[src/rtl/ritc_vdd_servo_dac_pkg.sv]
// Shared definitions for the VDD servo DAC receiver: frame field positions,
// FSM state encodings, the default DAC command and a frame builder.
package ritc_vdd_servo_dac_pkg;

    localparam int CMD_MSB = 15;
    localparam int CH_BIT  = 12;
    localparam int DATA_W  = 12;
    localparam int FRAME_W = 16;

    // Write-and-update command for the dual-channel VDD DAC.
    localparam logic [2:0] DAC_CMD_DEFAULT = 3'b011;

    // Sequencer states of the top level.
    typedef enum logic [2:0] {
        ST_IDLE  = 3'd0,
        ST_LOAD  = 3'd1,
        ST_LEAD  = 3'd2,
        ST_SHIFT = 3'd3,
        ST_GAP   = 3'd4,
        ST_FIN   = 3'd5
    } servo_state_t;

    // Phases of one serial frame inside the shifter.
    typedef enum logic [1:0] {
        PH_IDLE = 2'd0,
        PH_LEAD = 2'd1,
        PH_HIGH = 2'd2,
        PH_LOW  = 2'd3
    } spi_phase_t;

    // Assemble {cmd, ch, data} into one DAC frame.
    function automatic logic [FRAME_W-1:0] build_frame(
        input logic [2:0]        cmd,
        input logic              ch,
        input logic [DATA_W-1:0] data
    );
        logic [FRAME_W-1:0] f;
        f                  = {FRAME_W{1'b0}};
        f[CMD_MSB -: 3]    = cmd;
        f[CH_BIT]          = ch;
        f[DATA_W-1:0]      = data;
        return f;
    endfunction

endpackage

[src/rtl/ritc_dac_spi_shifter.sv]
// Sends one SYNC-framed 16-bit word to the DAC: a LEAD phase with SYNC low,
// then 16 bits MSB first, each bit CLK_DIV cycles SCLK high then CLK_DIV low.
// frame_done marks the last cycle of the frame, so the sequencer can act on
// the same edge where SYNC returns high.
module ritc_dac_spi_shifter
    import ritc_vdd_servo_dac_pkg::*;
#(
    parameter int CLK_DIV = 4
) (
    input  logic        clk,
    input  logic        rst_n,
    input  logic        start,
    input  logic [15:0] word,
    output logic        sclk,
    output logic        sync_n,
    output logic        din,
    output logic        frame_done,
    output logic        shifting
);

    localparam logic [7:0] DIV_LOAD = 8'(CLK_DIV - 1);

    spi_phase_t  phase_r, phase_s;
    logic [7:0]  cnt_r, cnt_s;
    logic [4:0]  bit_r, bit_s;
    logic [14:0] shreg_r, shreg_s;
    logic        sclk_r, sclk_s;
    logic        sync_n_r, sync_n_s;
    logic        din_r, din_s;
    logic        frame_done_r, frame_done_s;

    // Next-state logic for the frame phases, counters and pin values.
    always_comb begin
        phase_s  = phase_r;
        cnt_s    = cnt_r;
        bit_s    = bit_r;
        shreg_s  = shreg_r;
        sclk_s   = sclk_r;
        sync_n_s = sync_n_r;
        din_s    = din_r;
        case (phase_r)
            PH_IDLE: begin
                if (start) begin
                    phase_s  = PH_LEAD;
                    cnt_s    = DIV_LOAD;
                    bit_s    = 5'd0;
                    shreg_s  = word[14:0];
                    sync_n_s = 1'b0;
                    sclk_s   = 1'b0;
                    din_s    = word[15];
                end else begin
                    phase_s  = PH_IDLE;
                end
            end
            PH_LEAD: begin
                if (cnt_r == 8'd0) begin
                    phase_s = PH_HIGH;
                    cnt_s   = DIV_LOAD;
                    sclk_s  = 1'b1;
                end else begin
                    cnt_s   = cnt_r - 8'd1;
                end
            end
            PH_HIGH: begin
                if (cnt_r == 8'd0) begin
                    phase_s = PH_LOW;
                    cnt_s   = DIV_LOAD;
                    sclk_s  = 1'b0;
                    if (bit_r != 5'd15) begin
                        din_s   = shreg_r[14];
                        shreg_s = {shreg_r[13:0], 1'b0};
                    end else begin
                        din_s   = din_r;
                    end
                end else begin
                    cnt_s   = cnt_r - 8'd1;
                end
            end
            PH_LOW: begin
                if (cnt_r == 8'd0) begin
                    if (bit_r == 5'd15) begin
                        phase_s  = PH_IDLE;
                        sync_n_s = 1'b1;
                        sclk_s   = 1'b0;
                        din_s    = 1'b0;
                    end else begin
                        phase_s  = PH_HIGH;
                        cnt_s    = DIV_LOAD;
                        sclk_s   = 1'b1;
                        bit_s    = bit_r + 5'd1;
                    end
                end else begin
                    cnt_s = cnt_r - 8'd1;
                end
            end
            default: begin
                phase_s  = PH_IDLE;
                sync_n_s = 1'b1;
                sclk_s   = 1'b0;
                din_s    = 1'b0;
            end
        endcase
        frame_done_s = (phase_s == PH_LOW) && (cnt_s == 8'd0) && (bit_s == 5'd15);
    end

    // State and pin registers; reset aborts any frame in flight.
    always_ff @(posedge clk) begin
        if (!rst_n) begin
            phase_r      <= PH_IDLE;
            cnt_r        <= 8'd0;
            bit_r        <= 5'd0;
            shreg_r      <= 15'd0;
            sclk_r       <= 1'b0;
            sync_n_r     <= 1'b1;
            din_r        <= 1'b0;
            frame_done_r <= 1'b0;
        end else begin
            phase_r      <= phase_s;
            cnt_r        <= cnt_s;
            bit_r        <= bit_s;
            shreg_r      <= shreg_s;
            sclk_r       <= sclk_s;
            sync_n_r     <= sync_n_s;
            din_r        <= din_s;
            frame_done_r <= frame_done_s;
        end
    end

    assign sclk       = sclk_r;
    assign sync_n     = sync_n_r;
    assign din        = din_r;
    assign frame_done = frame_done_r;
    assign shifting   = (phase_r == PH_HIGH) || (phase_r == PH_LOW);

endmodule

[src/rtl/ritc_vdd_servo_dac.sv]
// Receiving end of the phase-scanner servo interface. Holds RITC0/RITC1 shadow
// words, snapshots both on a load request and sends them to the dual-channel
// VDD DAC as two SYNC-framed words separated by a SYNC_GAP idle.
module ritc_vdd_servo_dac
    import ritc_vdd_servo_dac_pkg::*;
#(
    parameter int         CLK_DIV  = 4,
    parameter int         SYNC_GAP = 2,
    parameter logic [2:0] DAC_CMD  = DAC_CMD_DEFAULT
) (
    input  logic        user_clk_i,
    input  logic        user_rst_n_i,
    input  logic        servo_addr_i,
    input  logic        servo_wr_i,
    input  logic        servo_update_i,
    input  logic [11:0] servo_i,
    output logic        dac_sclk_o,
    output logic        dac_sync_n_o,
    output logic        dac_din_o,
    output logic        busy_o,
    output logic        done_o,
    output logic [11:0] vdd_r0_o,
    output logic [11:0] vdd_r1_o
);

    localparam logic [7:0] GAP_LOAD = 8'(SYNC_GAP - 1);

    servo_state_t state_r;
    logic [11:0]  shadow0_r, shadow1_r;
    logic [11:0]  vdd_r0_r, vdd_r1_r;
    logic         pending_r;
    logic         busy_r;
    logic         done_r;
    logic         frame_sel_r;
    logic [7:0]   gap_cnt_r;

    logic         start_s;
    logic [15:0]  word_s;
    logic         frame_done_s;
    logic         shifting_s;

    // Frame start strobe and word select: channel 0 after LOAD, channel 1 after GAP.
    always_comb begin
        start_s = 1'b0;
        word_s  = build_frame(DAC_CMD, 1'b0, vdd_r0_r);
        if (state_r == ST_LOAD) begin
            start_s = 1'b1;
        end else if (state_r == ST_GAP) begin
            start_s = (gap_cnt_r == 8'd0);
            word_s  = build_frame(DAC_CMD, 1'b1, vdd_r1_r);
        end else begin
            start_s = 1'b0;
        end
    end

    // Shadow registers accept writes in every state.
    always_ff @(posedge user_clk_i) begin
        if (!user_rst_n_i) begin
            shadow0_r <= 12'd0;
            shadow1_r <= 12'd0;
        end else if (servo_wr_i) begin
            if (servo_addr_i) begin
                shadow1_r <= servo_i;
            end else begin
                shadow0_r <= servo_i;
            end
        end
    end

    // Sequencer: snapshot, two frames with a gap, pending reload, done pulse.
    always_ff @(posedge user_clk_i) begin
        if (!user_rst_n_i) begin
            state_r     <= ST_IDLE;
            vdd_r0_r    <= 12'd0;
            vdd_r1_r    <= 12'd0;
            pending_r   <= 1'b0;
            busy_r      <= 1'b0;
            done_r      <= 1'b0;
            frame_sel_r <= 1'b0;
            gap_cnt_r   <= 8'd0;
        end else begin
            done_r <= 1'b0;
            if (servo_update_i && (state_r != ST_IDLE)) begin
                pending_r <= 1'b1;
            end
            case (state_r)
                ST_IDLE: begin
                    if (servo_update_i || pending_r) begin
                        state_r     <= ST_LOAD;
                        vdd_r0_r    <= shadow0_r;
                        vdd_r1_r    <= shadow1_r;
                        busy_r      <= 1'b1;
                        pending_r   <= 1'b0;
                        frame_sel_r <= 1'b0;
                    end
                end
                ST_LOAD: begin
                    state_r <= ST_LEAD;
                end
                ST_LEAD: begin
                    if (shifting_s) begin
                        state_r <= ST_SHIFT;
                    end
                end
                ST_SHIFT: begin
                    if (frame_done_s) begin
                        if (!frame_sel_r) begin
                            state_r     <= ST_GAP;
                            gap_cnt_r   <= GAP_LOAD;
                            frame_sel_r <= 1'b1;
                        end else if (pending_r) begin
                            // Queued request: reload straight away, no done pulse.
                            state_r     <= ST_LOAD;
                            vdd_r0_r    <= shadow0_r;
                            vdd_r1_r    <= shadow1_r;
                            pending_r   <= 1'b0;
                            frame_sel_r <= 1'b0;
                        end else begin
                            state_r <= ST_FIN;
                            done_r  <= 1'b1;
                        end
                    end
                end
                ST_GAP: begin
                    if (gap_cnt_r == 8'd0) begin
                        state_r <= ST_LEAD;
                    end else begin
                        gap_cnt_r <= gap_cnt_r - 8'd1;
                    end
                end
                ST_FIN: begin
                    state_r <= ST_IDLE;
                    busy_r  <= 1'b0;
                end
                default: begin
                    state_r <= ST_IDLE;
                    busy_r  <= 1'b0;
                end
            endcase
        end
    end

    ritc_dac_spi_shifter #(
        .CLK_DIV (CLK_DIV)
    ) u_shifter (
        .clk        (user_clk_i),
        .rst_n      (user_rst_n_i),
        .start      (start_s),
        .word       (word_s),
        .sclk       (dac_sclk_o),
        .sync_n     (dac_sync_n_o),
        .din        (dac_din_o),
        .frame_done (frame_done_s),
        .shifting   (shifting_s)
    );

    assign busy_o   = busy_r;
    assign done_o   = done_r;
    assign vdd_r0_o = vdd_r0_r;
    assign vdd_r1_o = vdd_r1_r;

endmodule
[config.mk]
export PLATFORM = sky130hd
export DESIGN_NAME = ritc_vdd_servo_dac
export DESIGN_NICKNAME = d
export VERILOG_FILES = /design/src/rtl/ritc_vdd_servo_dac_pkg.sv /design/src/rtl/ritc_dac_spi_shifter.sv /design/src/rtl/ritc_vdd_servo_dac.sv
export SDC_FILE = /design/constraint.sdc
export NUM_CORES = 1
export LEC_CHECK = 0
export ABC_AREA = 1
export CAP_MARGIN = 10
export CORE_MARGIN = 2
export CORE_UTILIZATION = 30
export DETAILED_ROUTE_END_ITERATION = 10
export PLACE_DENSITY = 0.52
export SETUP_SLACK_MARGIN = 0.1
export SLEW_MARGIN = 10
export SYNTH_ARGS = -nofsm -noshare
export SYNTH_HDL_FRONTEND = slang
export SYNTH_SLANG_ARGS = --single-unit
[constraint.sdc]
create_clock -name user_clk_i -period 1.95 [get_ports user_clk_i]
set_clock_uncertainty 0.1 [all_clocks]
set_input_delay 0.39 -clock user_clk_i [delete_from_list [all_inputs] [get_ports user_clk_i]]
set_output_delay 0.39 -clock user_clk_i [all_outputs]
set_load 0.02 [all_outputs]
Word-level counts from Yosys, hierarchy flattened
Index checks and enable logic that the tools add are counted.

Flip-flop bits (word level): 97. Input bits: 17. Word-level logic and storage cells: 150.

Equality and inequality tests: 25. Add/sub/neg operators: 3. Reductions and logical operators: 30. Bitwise gates (word level): 2. Multiplexer cells: 72.

Operators with widths (count): 2-to-1 mux 12 bit (8); 2-to-1 mux 8 bit (7); case mux 12 bit (2 select lines) (2); 2-to-1 mux 15 bit (3); case mux 15 bit (2 select lines) (1); 2-to-1 mux 13 bit (2); 2-to-1 mux 1 bit (25); logical NOT 8 bit (3); case mux 8 bit (3 select lines) (1); AND reduction 4 bit (6); 2-to-1 mux 3 bit (6); case mux 8 bit (2 select lines) (1); subtractor 8 x 1 -> 8 bit, second input constant (2); 2-to-1 mux 5 bit (3); case mux 3 bit (5 select lines) (1); != test 2 x 1 -> 1 bit, second input constant (7); != test 2 bit, second input constant (7); == test 5 x 4 -> 1 bit, second input constant (2); case mux 5 bit (2 select lines) (1); 2-to-1 mux 2 bit (4); case mux 1 bit (2 select lines) (4); case mux 2 bit (4 select lines) (1); nonzero test 2 bit (4); == test 2 bit, second input constant (3); 20 further kinds (28).

Longest topological paths before layout
Depth after elaboration: 8. Depth in mapped cells: 14. Depth with buffers taken out: 14.

Cells and area by module
From an unflattened synthesis, not the netlist that was laid out.

Cells, all modules: 707. Area, all modules: 4718.3 um^2.

By module, submodules not included: ritc_vdd_servo_dac (instances 1, area each 2778.9 um^2, cells each 412, sequential area each 1261.2 um^2); ritc_dac_spi_shifter (instances 1, area each 1939.4 um^2, cells each 295, sequential area each 680.7 um^2).

Least setup slack after synthesis
Ideal clock, no wire load.

Kind: reg-to-reg. Start point: register u_shifter.cnt_r[0]. End point: register u_shifter.shreg_r[11]. Stages on the path, launching flop included: 13. Path buffers: 1. Setup time: 0.117 ns. Path slack: 0.195 ns. Data arrival time: 1.538 ns. Path through: dfxtp_1 -> inv_1 -> ha_1 -> nand2_1 -> nor2_4 -> nand2_2 -> inv_2 -> o21ai_2 -> nor2_4 -> inv_2 -> buf_6 -> a211oi_2 -> nor2_1.

Longest elaborated chain between the ends: 3.

RTL lines: from (decl) (line ritc_dac_spi_shifter.sv:24) `logic [7:0] cnt_r, cnt_s;`; from (signal assigned) (line ritc_dac_spi_shifter.sv:119) `cnt_r <= cnt_s;`; logical NOT 8 bit (line ritc_dac_spi_shifter.sv:65) `if (cnt_r == 8'd0) begin`; != test 2 x 1 -> 1 bit (no line); AND reduction 4 bit (no line); to (signal assigned) (line ritc_dac_spi_shifter.sv:121) `shreg_r <= shreg_s;`; to (decl) (line ritc_dac_spi_shifter.sv:26) `logic [14:0] shreg_r, shreg_s;`.

Every way passes these cells. A chain may end at the register's enable or synchronous reset.

Worst setup path after layout
Ends and elaborated chain as after synthesis.

==> metrics.txt <==
HP Class input pin to flip-flop; Most Crowded Layer GR met2; reg2reg setup slack 0.07 ns; slowest CP cell dfxtp_2; MaxCap Viol Count 0; Synth Flop Type dfxtp_1; internal power 5022 uW; Worst path max stage delay between 0.3 and 0.4 ns; FF+latch count, synth 97; Clock Path Buffers 2; crit start category flip-flop; mux contribution to synthesized area 0; setup violators final 0; maximum VDD drop between 0.0006 and 0.0007 V; Util after Layout 0.3955; vias in the first global route approximately 4100; hold_ws approximately 0.32 ns; initial antenna violation count 0; unrepaired setup endpoints after global routing true; critical-path maximum fanout 12; commonest non-fill, non-tap cell in the layout nor2_1; Die Wd about 130 microns; sw power 3603 uW; Tcrit/Tclk final 0.9629; IO Pins 46; Cell Rows 44; Syn Area/Cell between 7 and 8 sq um; area of the core approximately 15000 sq um; drt total wl 11800 microns; Synth area leader dfxtp_1; Slew headroom 0.6485; mapped cell area 4514 sq um; clock transition at the registers of the reported paths about 0.08 ns; Synth Area in Adders 0.02217; synth unique cells 38; R2R depth 11; worst r2r src u_shifter.cnt_r[0]$_SDFF_PN0_; XOR/XNOR Fraction of Synth Area 0.007761; compound-cell area share of the yosys netlist 0.1671; Worst Hold End u_shifter.sync_n$_SDFFE_PN1P_; total placed cells including tap cells just under 900; WP buf/inv 3; final worst path period need around 1.9 ns; first-pass GRT wire length 19630 microns; GR Layer Usage met1 0.1939; sequential share of the synthesized area 0.4302; met3 global-route usage 0.03037; Fillers 1495; Max Fclk around 0.53 GHz; GRT Residual Overflow 0; share of cells above drive strength 1 0.1792; critical path cell sequence inv_2, ha_4, nand2_2, nor2_4, nand2_2, inv_4, o21ai_4, nor2_4, inv_6, a211oi_2, nor2_1; largest net degree at the start of global routing 29; combinational family with the most area after synthesis simple AND/OR/NAND/NOR gates; r2r endpoint u_shifter.shreg_r[11]$_SDFFE_PN0P_; Max Slew Vio Count 0; CTS tree built; DRT iter0 DRCs about 270; EDFF count, synth 0; P&R area growth vs syn 28.30%; Via-to-Cell Ratio between 4 and 5; result of the run finished clean; Arrival @ worst endpoint 2.01 ns; hold path depth 2; switching part of the total power 0.4177; part of the power in registers 0.333; Crit. End Element flip-flop; drt first pass iters 4; worst slew pin tran ~0.53 ns; Die Y 126.7 microns; TritonCTS Buffers 9; part of the power in the clock network 0.206; Worst-Skew Late Latency around 0.35 ns; CP delay by family, top simple AND/OR/NAND/NOR gates; routability cong. 0.7953; syn nets 653; met2 Usage GRT 0.2550; final routed DRC violation total 0; via count 4254; Synth Area in Simple Gates 0.2963; Post-synth ARST share 0; pwr dens roughly 1500 nW/um^2; most frequent cells in the layout nor2_1, dfxtp_1, nand2_1, o21ai_0, inv_1; Cells after Synth between 600 and 700; clk root buf clkbuf_16; total clock sinks 97; Max H-tree Level 3; port bufs 45; GRT Util Overall 0.1509; drt wl/cell ~13 microns; WP data required 2.09 ns; Final Hold Vio Count 0; antenna-violating nets left 0; n_diodes 0; synth warn 0; min-delay src user_rst_n_i; kind of critical path flip-flop to flip-flop; leak pwr between 0.002 and 0.003 uW; die area 16050 sq um; Synth top area share 0.4302; Final #Nets slightly above 700; synth top area cells dfxtp_1, nor2_1, o21ai_0, nand2_1, a21oi_1; Logic pwr share 0.461; Initial Util 0.3083; final cell count without fillers a little under 900; Detailed Place HPWL ~8400 microns
area by class of cell:
class	count	area, sq um	share of cell area
clock inverter	7	76.32	0.01318
inverter	53	214.0	0.03694
tap	184	230.2	0.03975
multi-input combinational	452	2318	0.4003
sequential	97	1949	0.3366
clock buffer	9	225.2	0.03889
timing repair buffer	85	778.2	0.1344
stage by stage:
step | setup WS, ns | power [uW] | instance area, sq um | setup TNS (ns)
6_report | 0.07225 | 8625 | 5792 | 0
5_1_grt | -0.03808 | 9210 | 5792 | -0.1713
4_1_cts | 0.1000 | 8640 | 5729 | 0
3_5_place_dp | -0.05039 | 6736 | 5349 | -0.05039
3_3_place_gp | -0.05842 | 6687 | 5349 | -0.05842
2_1_floorplan | 0.1946 | 5285 | 4514 | 0
cells by family after synthesis:
family,after synthesis
and+or+nand+nor,308
xor gates and xnor gates,4
buffers and inverters,79
AOI/OAI and AO/OA,132
DFF,97
adders and majority gates,8
worst max path at each step:
| stage | depth (start not counted) | start | to |
|---|---|---|---|
| floorplan | 12 | u_shifter.cnt_r[0]$_SDFF_PN0_ | u_shifter.shreg_r[11]$_SDFFE_PN0P_ |
| global placement | 12 | u_shifter.cnt_r[0]$_SDFF_PN0_ | u_shifter.frame_done$_SDFF_PN0_ |
| detailed placement | 12 | u_shifter.cnt_r[0]$_SDFF_PN0_ | u_shifter.frame_done$_SDFF_PN0_ |
| CTS | 11 | u_shifter.cnt_r[1]$_SDFF_PN0_ | u_shifter.shreg_r[12]$_SDFFE_PN0P_ |
| global route | 11 | u_shifter.cnt_r[1]$_SDFF_PN0_ | u_shifter.shreg_r[9]$_SDFFE_PN0P_ |
| finish | 11 | u_shifter.cnt_r[0]$_SDFF_PN0_ | u_shifter.shreg_r[11]$_SDFFE_PN0P_ |
sequential cells by signal (all words and copies together) (netlist names), 3 cells and up:
register	cells
shadow0_r	12
vdd_r1_o	12
shadow1_r	12
vdd_r0_o	12
state_r	3
u_shifter.cnt_r	8
gap_cnt_r	8
u_shifter.bit_r	5
u_shifter.shreg_r	15
timing repair:
item,in CTS,in global routing
pin swaps,6,5
hold buffers,0,0
resized for setup,44,21
gates cloned,1,0
buffers inserted,2,0
setup endpoints to repair,34,48
Yosys cell counts, types with 4 or more instances:
cell type	instances
nand3_1	28
o211ai_1	4
nor2_4	5
a211oi_2	7
o21ai_0	75
nor2_2	4
a21oi_1	35
clkbuf_1	15
nand2_1	89
inv_1	41
nand4_1	6
a211oi_1	4
inv_2	10
xor2_1	4
nor2_1	153
buf_6	5
nand2_2	7
ha_1	8
dfxtp_1	97
routing by layer:
metal	vias up	routed length, microns
met5	-	0
li1	2189	-
met1	1974	5586
met4	0	136
met2	82	5588
met3	9	490
power groups by stage:
stage	Combinational [uW]	Clock [uW]	Sequential [uW]
2_1_floorplan	2180	0	3100
6_report	3980	1770	2880
4_1_cts	3940	1820	2870
3_5_place_dp	3820	0	2910
5_1_grt	4380	1890	2940
3_3_place_gp	3770	0	2920
No activity file was read; power rests on OpenSTA's default activity.
